### config.mk
export PLATFORM = sky130hd
export DESIGN_NAME = crc_receiver
export DESIGN_NICKNAME = d
export VERILOG_FILES = /design/src/rtl/crc_receiver.sv
export SDC_FILE = /design/constraint.sdc
export NUM_CORES = 1
export LEC_CHECK = 0
export ABC_CLOCK_PERIOD_IN_PS = 2400
export CAP_MARGIN = 40
export CORE_MARGIN = 1
export CORE_UTILIZATION = 45
export DETAILED_ROUTE_END_ITERATION = 10
export GPL_TIMING_DRIVEN = 0
export PLACE_DENSITY = 0.68
export SLEW_MARGIN = 10
export SYNTH_ARGS = -nofsm -noshare
export SYNTH_HDL_FRONTEND = slang
export SYNTH_SLANG_ARGS = --single-unit
export TNS_END_PERCENT = 50
### constraint.sdc
create_clock -name clk -period 2.4 [get_ports clk]
set_input_delay 0.48 -clock clk [delete_from_list [all_inputs] [get_ports clk]]
set_output_delay 0.48 -clock clk [all_outputs]
set_load 0.005 [all_outputs]
### src/rtl/crc_receiver.sv
// crc_receiver: serial MSB-first frame receiver. A frame is DATA_W payload
// bits followed by CRC_W CRC bits, sampled only where enable is high. The CRC
// is accumulated over the payload while it arrives. When the last CRC bit is
// sampled, the payload, the received CRC, the computed CRC and a match flag are
// registered together with a one-cycle valid pulse. A frame stalled for GAP_MAX
// idle cycles is dropped with a one-cycle abort pulse.
module crc_receiver #(
    parameter int unsigned      DATA_W    = 128,
    parameter int unsigned      CRC_W     = 32,
    parameter logic [CRC_W-1:0] POLY      = 32'h04C11DB7,
    parameter logic [CRC_W-1:0] INIT      = 32'hFFFFFFFF,
    parameter logic [CRC_W-1:0] FINAL_XOR = 32'h0,
    parameter int unsigned      GAP_MAX   = 16
) (
    input  logic              clk,
    input  logic              rst,
    input  logic              serial,
    input  logic              enable,
    output logic [DATA_W-1:0] data_out,
    output logic [CRC_W-1:0]  crc_rx,
    output logic [CRC_W-1:0]  crc_calc,
    output logic              valid,
    output logic              crc_ok,
    output logic              abort,
    output logic              busy
);

    localparam int unsigned CNT_W = $clog2(DATA_W + CRC_W);
    localparam int unsigned GAP_W = $clog2(GAP_MAX + 1);

    localparam logic [CNT_W-1:0] LAST_PAY = CNT_W'(DATA_W - 1);
    localparam logic [CNT_W-1:0] LAST_BIT = CNT_W'(DATA_W + CRC_W - 1);
    localparam logic [GAP_W-1:0] GAP_LIM  = GAP_W'(GAP_MAX);

    localparam logic [1:0] S_IDLE    = 2'd0;
    localparam logic [1:0] S_PAYLOAD = 2'd1;
    localparam logic [1:0] S_CHECK   = 2'd2;

    logic [1:0]        state_q,    state_d;
    logic [CNT_W-1:0]  cnt_q,      cnt_d;
    logic [GAP_W-1:0]  gap_q,      gap_d;
    logic [CRC_W-1:0]  crc_q,      crc_d;
    logic [DATA_W-1:0] pay_q,      pay_d;
    logic [CRC_W-1:0]  cap_q,      cap_d;
    logic [DATA_W-1:0] data_q,     data_d;
    logic [CRC_W-1:0]  crc_rx_q,   crc_rx_d;
    logic [CRC_W-1:0]  crc_calc_q, crc_calc_d;
    logic              crc_ok_q,   crc_ok_d;
    logic              valid_q,    valid_d;
    logic              abort_q,    abort_d;

    logic [CRC_W-1:0]  cap_full;
    logic [CRC_W-1:0]  crc_final;
    logic [GAP_W-1:0]  gap_nxt;

    // One MSB-first LFSR step of the CRC register for input bit b.
    function automatic logic [CRC_W-1:0] crc_step(input logic [CRC_W-1:0] c,
                                                  input logic             b);
        logic fb;
        fb = c[CRC_W-1] ^ b;
        return {c[CRC_W-2:0], 1'b0} ^ (fb ? POLY : '0);
    endfunction

    // Next-state logic: frame sequencing, CRC accumulation, gap timeout.
    always_comb begin
        state_d    = state_q;
        cnt_d      = cnt_q;
        gap_d      = gap_q;
        crc_d      = crc_q;
        pay_d      = pay_q;
        cap_d      = cap_q;
        data_d     = data_q;
        crc_rx_d   = crc_rx_q;
        crc_calc_d = crc_calc_q;
        crc_ok_d   = crc_ok_q;
        valid_d    = 1'b0;
        abort_d    = 1'b0;

        cap_full  = {cap_q[CRC_W-2:0], serial};
        crc_final = crc_q ^ FINAL_XOR;
        gap_nxt   = gap_q + GAP_W'(1);

        case (state_q)
            S_IDLE: begin
                if (enable) begin
                    // INIT is folded in here so the first bit sees it directly.
                    crc_d   = crc_step(INIT, serial);
                    pay_d   = {pay_q[DATA_W-2:0], serial};
                    cnt_d   = CNT_W'(1);
                    gap_d   = '0;
                    state_d = S_PAYLOAD;
                end
            end

            S_PAYLOAD, S_CHECK: begin
                if (enable) begin
                    gap_d = '0;
                    cnt_d = cnt_q + CNT_W'(1);
                    if (state_q == S_PAYLOAD) begin
                        crc_d = crc_step(crc_q, serial);
                        pay_d = {pay_q[DATA_W-2:0], serial};
                        if (cnt_q == LAST_PAY) begin
                            state_d = S_CHECK;
                        end
                    end else begin
                        cap_d = cap_full;
                        if (cnt_q == LAST_BIT) begin
                            state_d    = S_IDLE;
                            cnt_d      = '0;
                            valid_d    = 1'b1;
                            data_d     = pay_q;
                            crc_rx_d   = cap_full;
                            crc_calc_d = crc_final;
                            crc_ok_d   = (cap_full == crc_final);
                        end
                    end
                end else if (gap_nxt == GAP_LIM) begin
                    state_d = S_IDLE;
                    cnt_d   = '0;
                    gap_d   = '0;
                    abort_d = 1'b1;
                end else begin
                    gap_d = gap_nxt;
                end
            end

            default: begin
                state_d = S_IDLE;
                cnt_d   = '0;
                gap_d   = '0;
            end
        endcase
    end

    // State and output registers with synchronous active-low reset.
    always_ff @(posedge clk) begin
        if (!rst) begin
            state_q    <= S_IDLE;
            cnt_q      <= '0;
            gap_q      <= '0;
            crc_q      <= '0;
            pay_q      <= '0;
            cap_q      <= '0;
            data_q     <= '0;
            crc_rx_q   <= '0;
            crc_calc_q <= '0;
            crc_ok_q   <= 1'b0;
            valid_q    <= 1'b0;
            abort_q    <= 1'b0;
        end else begin
            state_q    <= state_d;
            cnt_q      <= cnt_d;
            gap_q      <= gap_d;
            crc_q      <= crc_d;
            pay_q      <= pay_d;
            cap_q      <= cap_d;
            data_q     <= data_d;
            crc_rx_q   <= crc_rx_d;
            crc_calc_q <= crc_calc_d;
            crc_ok_q   <= crc_ok_d;
            valid_q    <= valid_d;
            abort_q    <= abort_d;
        end
    end

    assign data_out = data_q;
    assign crc_rx   = crc_rx_q;
    assign crc_calc = crc_calc_q;
    assign crc_ok   = crc_ok_q;
    assign valid    = valid_q;
    assign abort    = abort_q;
    assign busy     = (state_q != S_IDLE);

endmodule

==> impl_metrics.prom <==
# TYPE chip_impl_metric gauge
chip_impl_metric{name="layout_worst_path_cycle_share",unit="%"} 96.3
chip_impl_metric{name="min_path_cells",unit=""} 2
chip_impl_metric{name="finalMaxSlewViolations",unit=""} 0
chip_impl_metric{name="nNetsFinal",unit=""} 2064
chip_impl_metric{name="report.final.setup_viol",unit=""} 0
chip_impl_info{name="path_cells",value="inv_1 -> ha_2 -> nand2_1 -> or2_4 -> or4_4 -> buf_8 -> buf_6 -> nand2_1 -> a21oi_1"} 1
chip_impl_metric{name="die_w",unit="µm"} 182
chip_impl_metric{name="drt_wl_total",unit="µm"} 37300
chip_impl_metric{name="drc",unit=""} 0
chip_impl_metric{name="wire_length_per_cell",unit="µm"} 15.0
chip_impl_metric{name="fin_worst_skew",unit="ns"} 0.0288
chip_impl_info{name="crit_family",value="simple AND/OR/NAND/NOR gates"} 1
chip_impl_metric{name="dieHeight",unit="µm"} 182
chip_impl_metric{name="clk_transition_reported_paths",unit="ns"} 0.06
chip_impl_metric{name="synthesis.yosys.warnings",unit=""} 0
chip_impl_metric{name="synth_area_per_cell",unit="µm²"} 8.06
chip_impl_metric{name="area_delta_synth_final",unit="%"} 27.2
chip_impl_metric{name="hold_viol",unit=""} 0
chip_impl_info{name="worst_path_max_delay_cell",value="or4_4"} 1
chip_impl_metric{name="totalPowerFinal",unit="mW"} 14.6
chip_impl_metric{name="grt_first_pass_wirelength",unit="µm"} 60300
chip_impl_metric{name="cts-htree-levels",unit=""} 2
chip_impl_info{name="worstSetupPathType",value="reg -> reg"} 1
chip_impl_info{name="synth_ff_type",value="dfxtp_1"} 1
chip_impl_metric{name="worst_skew_pair.late_latency",unit="ns"} 0.54
chip_impl_metric{name="timing.slew.headroom",unit="%"} 49.2
chip_impl_metric{name="yosys_register_bits",unit=""} 401
chip_impl_metric{name="seq_area_frac_synth",unit="%"} 54.9
chip_impl_metric{name="drt_iter0_drc",unit=""} 715
chip_impl_metric{name="worstSetupPathDepth",unit=""} 9
chip_impl_metric{name="static-leakage-power",unit="nW"} 6.10
chip_impl_metric{name="crit_path_time_final",unit="ns"} 2.31
chip_impl_info{name="rsz0062_at_grt",value="true"} 1
chip_impl_metric{name="r2r.worst_path.cells",unit=""} 9
chip_impl_metric{name="pd_cells",unit="nW/µm²"} 787
chip_impl_metric{name="cts_made_buffers",unit=""} 42
chip_impl_metric{name="drt_pre_antenna_iters",unit=""} 5
chip_impl_metric{name="worst_pin_slew",unit="ns"} 0.761
chip_impl_metric{name="first_global_vias",unit=""} 11800
chip_impl_metric{name="total_number_of_vias",unit=""} 12700
chip_impl_metric{name="cp_num_buf_inv",unit=""} 3
chip_impl_metric{name="die-area",unit="µm²"} 33200
chip_impl_metric{name="via_per_inst",unit=""} 5.10
chip_impl_metric{name="async_flop_share",unit="%"} 0
chip_impl_metric{name="synth_cell_type_count",unit=""} 45
chip_impl_metric{name="fp-row-count",unit=""} 65
chip_impl_info{name="cts.root.buffer_cell",value="clkbuf_16"} 1
chip_impl_metric{name="initial_utilization",unit="%"} 46.1
chip_impl_metric{name="floorplan.io_pins",unit=""} 200
chip_impl_metric{name="max-cap-violations",unit=""} 0
chip_impl_info{name="holdCritPathClass",value="reg -> reg"} 1
chip_impl_metric{name="insertedDiodeCount",unit=""} 0
chip_impl_metric{name="cp_data_arrival_time",unit="ns"} 2.70
chip_impl_metric{name="dpl.hpwl",unit="µm"} 26200
chip_impl_metric{name="final_layout_size_suffix_gt1_share",unit="%"} 8.10
chip_impl_info{name="cpMostUsedCell",value="nand2_1"} 1
chip_impl_metric{name="grt_start_max_net_pins",unit=""} 20
chip_impl_metric{name="grt_antenna_before_repair",unit=""} 0
chip_impl_metric{name="synth_enable_flop_cells",unit=""} 0
chip_impl_metric{name="globalRouteTotalUtil",unit="%"} 22.2
chip_impl_metric{name="critPathRequiredTime",unit="ns"} 2.79
chip_impl_metric{name="synthesis.nets",unit=""} 1823
chip_impl_info{name="status",value="finished clean"} 1
chip_impl_info{name="startpoint_type",value="register"} 1
chip_impl_metric{name="cts_buffer_depth",unit=""} 3
chip_impl_metric{name="buffer_ports.inserted",unit=""} 198
chip_impl_metric{name="timing.critical_path.slowest_cell_delay",unit="ns"} 0.48
chip_impl_metric{name="core",unit="µm²"} 31700
chip_impl_metric{name="sum_of_negative_setup_slack",unit="ns"} 0
chip_impl_metric{name="fmax",unit="MHz"} 432
chip_impl_metric{name="placed_cell_area",unit="µm²"} 17100
chip_impl_metric{name="postCtsHoldBufs",unit=""} 0
chip_impl_metric{name="synth.cell_area",unit="µm²"} 14600
chip_impl_metric{name="final_design_area_no_fill",unit="µm²"} 18600
chip_impl_metric{name="antenna_left",unit=""} 0
chip_impl_metric{name="vdd_ir_drop_max",unit="V"} 0.000589
chip_impl_info{name="cp-end-kind",value="register"} 1
chip_impl_metric{name="grt.overflow.total",unit=""} 0
chip_impl_metric{name="synthesis.instances",unit=""} 1814
chip_impl_metric{name="critical_path_peak_fanout",unit=""} 10
chip_impl_info{name="cts_tree",value="done"} 1
chip_impl_metric{name="gp_congestion",unit=""} 0.838
chip_impl_metric{name="cts.sink_count",unit=""} 401
## what timing repair did
action,4_1_cts,5_1_grt
buffers inserted,0,2
endpoints found under the setup margin,315,303
gates resized for setup,31,40
pin swaps,0,2
## cells in the final DEF, fill, tap and decap left out, types with 8 or more instances in the layout
master,instances
inv_1,8
clkbuf_16,43
buf_4,15
clkinv_2,14
clkbuf_8,11
o21ai_0,24
nand3_1,8
dfxtp_1,400
clkbuf_2,20
nand2_1,716
buf_6,20
clkbuf_1,63
nand4_1,11
nor2_1,27
buf_2,9
xnor2_1,46
clkdlybuf4s50_1,198
o221a_2,18
a21oi_1,369
## Yosys cell counts (3+ instances only)
master    instances  share of area [%]
o221a_2          18                1.4
ha_1              5               0.43
nand2_1         716                 18
o21ai_0          24               0.82
dfxtp_1         401                 55
a31oi_1           3               0.13
buf_2            24               0.82
a21o_1            3               0.15
and3_1            3               0.13
clkbuf_1         84                2.2
a22oi_1           3               0.15
nand4_1          11               0.47
buf_6            19                1.5
xnor2_1          46                2.8
nor3_1            4               0.14
nand3_1           9               0.31
inv_1             8               0.21
buf_1             5               0.13
a21oi_1         369                 13
nor2_1           27               0.69
## power by group
group	switching, mW	total [mW]	internal [mW]
sequential	0.203	6.99	6.78
clock	2.61	6.34	3.72
combinational	0.873	1.30	0.426
total	3.69	14.6	10.9
## worst min-delay path, delay by kind of cell (launching register included)
kind,cells,cell delay [ns]
AND/OR/NAND/NOR,1,0.05
AO/OA/AOI/OAI,1,0.05
flip-flops,1,0.30
## sequential cells by signal, summed over array words and instances, names as in the netlist, 5 cells and up
register,cells
cap_q,31
cnt_q,8
crc_calc,32
crc_final,32
crc_rx,32
data_out,128
gap_q,5
pay_q,128
## kinds of logic after synthesis
group,Yosys count,share of synthesized area (%)
AO/OA/AOI/OAI,432,16.0
XOR/XNOR,46,2.76
adder cells (fa/ha/maj),5,0.428
buffers and inverters,142,4.83
flip-flops,401,54.9
multiplexers,2,0.146
AND/OR/NAND/NOR,786,20.9
## cell type report
| cell class | instances | area [µm²] |
|---|---|---|
| tap | 402 | 503 |
| clock inverter | 17 | 120 |
| multi-input combinational | 1271 | 5900 |
| timing repair buffer | 201 | 2010 |
| clock buffer | 58 | 1240 |
| inverter | 10 | 38.8 |
| fill | 2888 | 13100 |
| sequential | 401 | 8030 |
| buffer | 128 | 746 |
## path summary, 6_finish.rpt
check | endpoint | start | slack, ns
hold / removal | data_out[57]$_SDFFE_PN0P_ | data_out[57]$_SDFFE_PN0P_ | 0.45
hold reg to reg | data_out[57]$_SDFFE_PN0P_ | data_out[57]$_SDFFE_PN0P_ | 0.45
setup / recovery | data_out[3]$_SDFFE_PN0P_ | state_q[1]$_SDFFE_PN0P_ | 0.09
setup reg to reg | data_out[3]$_SDFFE_PN0P_ | state_q[1]$_SDFFE_PN0P_ | 0.09
## per-layer routing
| metal | GRT usage [%] | part of all wire (%) |
|---|---|---|
| met2 | 36.6 | 46 |
| met1 | 30.0 | 47 |
| met3 | 3.57 | 4.7 |
| met5 | 0 | 0 |
| met4 | 6.62 | 1.9 |
## per-stage QoR
step                      util [%]  hold WS [ns]  setup WS, ns  cells
after detailed placement      53.9         0.443        -0.676   2415
after global routing          58.6         0.464       -0.0182   2488
after global placement        53.9         0.440        -0.646   2414
final                         58.6         0.449        0.0876   2488
after floorplan                  -         0.437         0.215   1814
after CTS                     58.4         0.451       -0.0420   2487
(Power assumes the default switching activity.)
